`src/rtl/shift_deserializer8_pkg.sv`:
```
// Shared types and constants for the serial-to-parallel word assembler.
package shift_pkg;

  typedef enum logic {
    IDLE  = 1'b0,
    SHIFT = 1'b1
  } state_e;

  localparam logic DIR_MSB_FIRST = 1'b0;
  localparam logic DIR_LSB_FIRST = 1'b1;

  localparam int WIDTH_DEFAULT = 8;

endpackage

```
`src/rtl/shift_deserializer8_if.sv`:
```
// Serial input / parallel output bundle between a bit source and the deserializer.
interface shift_deserializer8_if
  import shift_pkg::*;
#(
  parameter int WIDTH = WIDTH_DEFAULT
) ();

  logic             sin;
  logic             sin_valid;
  logic             sof;
  logic             dir;
  logic             par_ready;
  logic             clr_ovr;
  logic [WIDTH-1:0] par_out;
  logic             par_valid;
  logic             overrun;
  logic             busy;

  modport master (
    output sin, sin_valid, sof, dir, par_ready, clr_ovr,
    input  par_out, par_valid, overrun, busy
  );

  modport slave (
    input  sin, sin_valid, sof, dir, par_ready, clr_ovr,
    output par_out, par_valid, overrun, busy
  );

endinterface

```
`src/rtl/shift_deserializer8.sv`:
```
// Falling-edge serial-to-parallel deserializer with a one-word output register,
// selectable bit order, start-of-frame resync and a sticky overrun flag.
module shift_deserializer8
  import shift_pkg::*;
#(
  parameter int WIDTH = WIDTH_DEFAULT
) (
  input  logic                  clk,
  input  logic                  rst_n,
  shift_deserializer8_if.slave  bus
);

  localparam int CNT_W = $clog2(WIDTH);

  if (WIDTH < 2 || WIDTH > 32) begin : g_bad_width
    $error("shift_deserializer8: WIDTH must be in 2..32");
  end

  state_e           state_q, state_d;
  logic [CNT_W-1:0] cnt_q, cnt_d, cnt_base;
  logic [WIDTH-1:0] shift_q, shift_d, base, word;
  logic [WIDTH-1:0] par_out_q, par_out_d;
  logic             dir_q, dir_d;
  logic             par_valid_q, par_valid_d;
  logic             overrun_q, overrun_d;
  logic             start_new, dir_eff, complete, ovr_evt;

  // A bit arriving in IDLE or together with sof starts a fresh word from an empty shifter.
  always_comb begin
    start_new = bus.sof || (state_q == IDLE);
    dir_eff   = start_new ? bus.dir : dir_q;
    base      = start_new ? '0 : shift_q;
    cnt_base  = start_new ? '0 : cnt_q;
    word      = (dir_eff == DIR_MSB_FIRST) ? {base[WIDTH-2:0], bus.sin}
                                           : {bus.sin, base[WIDTH-1:1]};
    complete  = bus.sin_valid && (cnt_base == CNT_W'(WIDTH - 1));
  end

  always_comb begin
    state_d     = state_q;
    cnt_d       = cnt_q;
    shift_d     = shift_q;
    dir_d       = dir_q;
    par_out_d   = par_out_q;
    par_valid_d = par_valid_q;
    overrun_d   = overrun_q;
    ovr_evt     = 1'b0;

    if (bus.sin_valid) begin
      dir_d = dir_eff;
      if (complete) begin
        state_d = IDLE;
        cnt_d   = '0;
        shift_d = '0;
      end else begin
        state_d = SHIFT;
        cnt_d   = cnt_base + CNT_W'(1);
        shift_d = word;
      end
    end else if (bus.sof) begin
      state_d = IDLE;
      cnt_d   = '0;
      shift_d = '0;
    end

    if (par_valid_q && bus.par_ready) begin
      par_valid_d = 1'b0;
    end

    // The output register only takes a new word once the old one is gone or leaving now.
    if (complete) begin
      if (!par_valid_q || bus.par_ready) begin
        par_out_d   = word;
        par_valid_d = 1'b1;
      end else begin
        ovr_evt = 1'b1;
      end
    end

    if (ovr_evt) begin
      overrun_d = 1'b1;
    end else if (bus.clr_ovr) begin
      overrun_d = 1'b0;
    end
  end

  always_ff @(negedge clk or negedge rst_n) begin
    if (!rst_n) begin
      state_q     <= IDLE;
      cnt_q       <= '0;
      shift_q     <= '0;
      dir_q       <= DIR_MSB_FIRST;
      par_out_q   <= '0;
      par_valid_q <= 1'b0;
      overrun_q   <= 1'b0;
    end else begin
      state_q     <= state_d;
      cnt_q       <= cnt_d;
      shift_q     <= shift_d;
      dir_q       <= dir_d;
      par_out_q   <= par_out_d;
      par_valid_q <= par_valid_d;
      overrun_q   <= overrun_d;
    end
  end

  assign bus.par_out   = par_out_q;
  assign bus.par_valid = par_valid_q;
  assign bus.overrun   = overrun_q;
  assign bus.busy      = (state_q == SHIFT);

endmodule

```
`src/flat_wrapper.sv`:
```
// flat-port wrapper written by rule: the top's interface ports become plain ports
module shift_deserializer8_flat import shift_pkg::*;
#(
  parameter int WIDTH = WIDTH_DEFAULT
)
  (clk, rst_n, bus_sin, bus_sin_valid, bus_sof, bus_dir, bus_par_ready, bus_clr_ovr, bus_par_out, bus_par_valid, bus_overrun, bus_busy);
  shift_deserializer8_if #(.WIDTH(WIDTH)) bus_i ();
  input  logic clk;
  input  logic rst_n;
  input wire logic [$bits(bus_i.sin)-1:0] bus_sin;
  input wire logic [$bits(bus_i.sin_valid)-1:0] bus_sin_valid;
  input wire logic [$bits(bus_i.sof)-1:0] bus_sof;
  input wire logic [$bits(bus_i.dir)-1:0] bus_dir;
  input wire logic [$bits(bus_i.par_ready)-1:0] bus_par_ready;
  input wire logic [$bits(bus_i.clr_ovr)-1:0] bus_clr_ovr;
  output wire logic [$bits(bus_i.par_out)-1:0] bus_par_out;
  output wire logic [$bits(bus_i.par_valid)-1:0] bus_par_valid;
  output wire logic [$bits(bus_i.overrun)-1:0] bus_overrun;
  output wire logic [$bits(bus_i.busy)-1:0] bus_busy;
  assign bus_i.sin = bus_sin;
  assign bus_i.sin_valid = bus_sin_valid;
  assign bus_i.sof = bus_sof;
  assign bus_i.dir = bus_dir;
  assign bus_i.par_ready = bus_par_ready;
  assign bus_i.clr_ovr = bus_clr_ovr;
  assign bus_par_out = bus_i.par_out;
  assign bus_par_valid = bus_i.par_valid;
  assign bus_overrun = bus_i.overrun;
  assign bus_busy = bus_i.busy;
  shift_deserializer8 #(.WIDTH(WIDTH)) u_core (.clk(clk), .rst_n(rst_n), .bus(bus_i));
endmodule
```
`config.mk`:
```
export PLATFORM = sky130hd
export DESIGN_NAME = shift_deserializer8_flat
export DESIGN_NICKNAME = d
export VERILOG_FILES = /design/src/rtl/shift_deserializer8_pkg.sv /design/src/rtl/shift_deserializer8_if.sv /design/src/rtl/shift_deserializer8.sv /design/src/flat_wrapper.sv
export SDC_FILE = /design/constraint.sdc
export NUM_CORES = 1
export LEC_CHECK = 0
export CORE_MARGIN = 2
export CORE_UTILIZATION = 30
export DETAILED_ROUTE_END_ITERATION = 10
export PLACE_DENSITY = 0.53
export SYNTH_ARGS = -nofsm -noshare
export SYNTH_HDL_FRONTEND = slang
export SYNTH_SLANG_ARGS = --single-unit
```
`constraint.sdc`:
```
create_clock -name clk -period 2 [get_ports clk]
set_input_delay 0.4 -clock clk [delete_from_list [all_inputs] [get_ports clk]]
set_output_delay 0.4 -clock clk [all_outputs]
set_load 0.005 [all_outputs]
```
==> results.ini <==
[outcome]
outcome = complete, but fails checks
violations = setup timing

[global_route]
grt_pass1_wl_mm = 4.35
grt_pass1_vias = 886
grtUsageMet2_pct = 22.5
grt_antenna_before_repair = 0
gr-total-overflow = 0
met3_usage_pct = 2.60
top_usage_layer = met2
grt_util_met1_pct = 17.9
track_usage_pct = 13.5
grt_max_degree = 24

[yosys]
netlist_area_sq_um = 1100
synth_top_area_share_pct = 52.5
ys_seq_area_share_pct = 52.5
synth_area_leader_cell = dfrtn_1
ys_ff_latch = 23
syn-num-nets = 106
yosysWarnings = 0
yosysUniqueCellTypes = 25
synth.area.top_cells = dfrtn_1 (53%), mux2_2 (9.2%), mux2i_1 (5.5%)
postSynthCellCount = 96
syn_avg_cell_area_sq_um = 11.4

[sta]
rsz0062_at_grt = true
hold_viol = 0
setup_violations = 34
whs_ns = 0.462
worst_pin_slew_ns = 0.404
fin_ws_ns = -0.602
skew_ns = 0.00810
maxSlewViolCount = 0
relSlewSlack_pct = 72.7

[setup_path]
crit_buf_inv = 2
worst_path_max_delay_cell = mux2_4
path_class = input pin to flip-flop
start_kind = input pin
max_stage_delay_ns = 0.31
crit_family = simple AND/OR/NAND/NOR gates
r2r-start = u_core.bus.busy
reg2reg_depth = 10
endpoint_kind = flip-flop
crit_path_frequent_cell = ha_4
critPathMaxFanout = 8
regToRegSetupSlack_ns = 0
worstPathArrival_ns = 1.77
cp_cell_sequence = buf_6, and2b_2, and2_4, ha_4, ha_4, nand2_4, nor2b_4, buf_8, mux2_4
required_ns = 1.17
r2r-end = u_core.bus.par_out[3]

[finish]
antenna_cells = 0
area_delta_synth_final_pct = 52.6
layout_commonest_cell = dfrtn_1
utilization_pct = 49.0
fill_cells = 330
fin_nets = 154
final_cell_mix = dfrtn_1 (23), buf_4 (22), buf_2 (11)
drive_gt1_share_pct = 52.4

[power_and_ir_drop]
intPower_mw = 0.634
finalPower_mw = 0.852
power_frac_seq_pct = 57.3
pwr-share-clk_pct = 25.9
p_switching_mw = 0.218
pwr-share-comb_pct = 16.7
power.density_nw_per_um2 = 509
netSwitchingFraction_pct = 25.6
p_leak_nw = 0.859
ir_drop_v = 0.000257

[cts]
path_clk_slew_ns = 0.09
clk_path_buf_depth = 2
clock-sinks = 23
cts_root_buf = clkbuf_4
numCtsBuffers = 3
htree_levels = 1
clk_latency_ns = 0.31
cts_tree = yes

[floorplanning]
die_area_sq_um = 4150
rows = 21
ios = 19
start_util_pct = 32.1
coreArea_sq_um = 3420
die_h_um = 64.4
fp.dieW_um = 64.4

[hold_path]
hold_end = u_core.bus.par_out[2]
hold_path_depth = 1
hp-start = u_core.bus.par_out[2]
hp-class = flip-flop to flip-flop

[drt]
first_pass_iters = 4
vias_per_cell = 4.59
vias = 867
drtAntennaViolNets = 0
first_iter_violations = 17
drc = 0
wire_per_inst_um = 13.8
wl_mm = 2.61

[placement]
finalWeightedCongestion = 0.755
dp_slack_ns = -1.33
hpwl_mm = 1.69
port_buffers = 18

[run]
maxCapViolCount = 0

-- routing by layer --
metal / up-vias / routed length (um)
met1: 424 / 1200
li1: 426 / -
met2: 13 / 1290
met4: 0 / 33
met5: - / 0
met3: 4 / 86
-- flip-flops by register name (all words and copies together) (netlist names) --
name / count
u_core.bus.par_valid: 1
u_core.bus.overrun: 1
u_core.shift_q: 8
u_core.bus.par_out: 8
u_core.dir_q: 1
u_core.cnt_q: 3
u_core.bus.busy: 1
-- cells by family (layout without fill, tap and decap cells) --
family	after synthesis	in the layout	share of synthesized area, %
muxes	16	16	16.1
adders and majority gates	2	2	2.28
buffers and inverters	6	53	3.31
DFF	23	23	52.5
and+or+nand+nor	35	35	17.6
AOI/OAI and AO/OA	14	14	8.22
-- cell type report --
type	instances	area, sq um	area share, %
Sequential cell	23	576	34.4
Inverter	2	7.51	0.449
Clock buffer	3	22.5	1.35
Tap cell	46	57.6	3.44
Multi-Input combinational cell	67	616	36.8
Timing Repair Buffer	47	389	23.3
Clock inverter	1	5.00	0.299
-- synthesized netlist by cell type --
cell,number
inv_1,2
and4bb_2,1
or4bb_1,1
buf_6,1
nand2_1,13
a311o_1,1
a22o_1,2
o311ai_0,1
mux2_2,9
buf_4,1
o21bai_1,1
nand2b_1,4
mux2_4,1
o21ai_0,8
nand4b_1,1
ha_1,2
nor2b_1,2
buf_2,2
mux2i_1,6
and4b_2,1
nor2_1,7
o22ai_1,1
and2_1,3
dfrtn_1,23
and2b_2,2
-- power groups by stage --
stage          Sequential, mW  Combinational, mW  Clock, mW
6_report                0.488              0.143      0.221
5_1_grt                 0.490              0.156      0.245
4_1_cts                 0.489              0.122      0.231
3_5_place_dp            0.497              0.115          0
3_3_place_gp            0.497              0.114          0
2_1_floorplan           0.494             0.0605          0
-- metrics by stage --
step,cell area (sq um),cells,setup TNS [ns]
global route,1670,189,-13.50
detailed placement,1450,169,-29.20
floorplan,1130,96,-13.32
CTS,1520,179,-12.40
global placement,1450,169,-28.62
finish,1670,189,-12.27
-- repair_timing --
action                                  4_1_cts  5_1_grt
hold buffers                                  0        0
pin swaps                                     4        2
endpoints found under the setup margin       34       34
resized for setup                            69       21
buffers inserted                              6       10
-- worst reg2reg max path: stages, from the launching register on --
cell	delay, ns
dfrtn_1	0.41
buf_4	0.10
buf_4	0.13
and2b_2	0.18
and2_4	0.15
ha_4	0.13
ha_4	0.13
nand2_4	0.05
nor2b_4	0.12
buf_8	0.15
mux2_4	0.31
-- how the worst max path moves through the flow --
stage	from	endpoint	slack [ns]	cells past startpoint
floorplan	bus_sof	u_core.bus.par_out[0]	-0.80	8
global placement	bus_sof	u_core.bus.par_out[3]	-1.30	9
detailed placement	bus_sof	u_core.bus.par_out[3]	-1.33	9
CTS	bus_sof	u_core.bus.par_out[3]	-0.64	9
global route	bus_sof	u_core.bus.par_out[3]	-0.65	9
finish	bus_sof	u_core.bus.par_out[3]	-0.60	9
(Power assumes the default switching activity.)
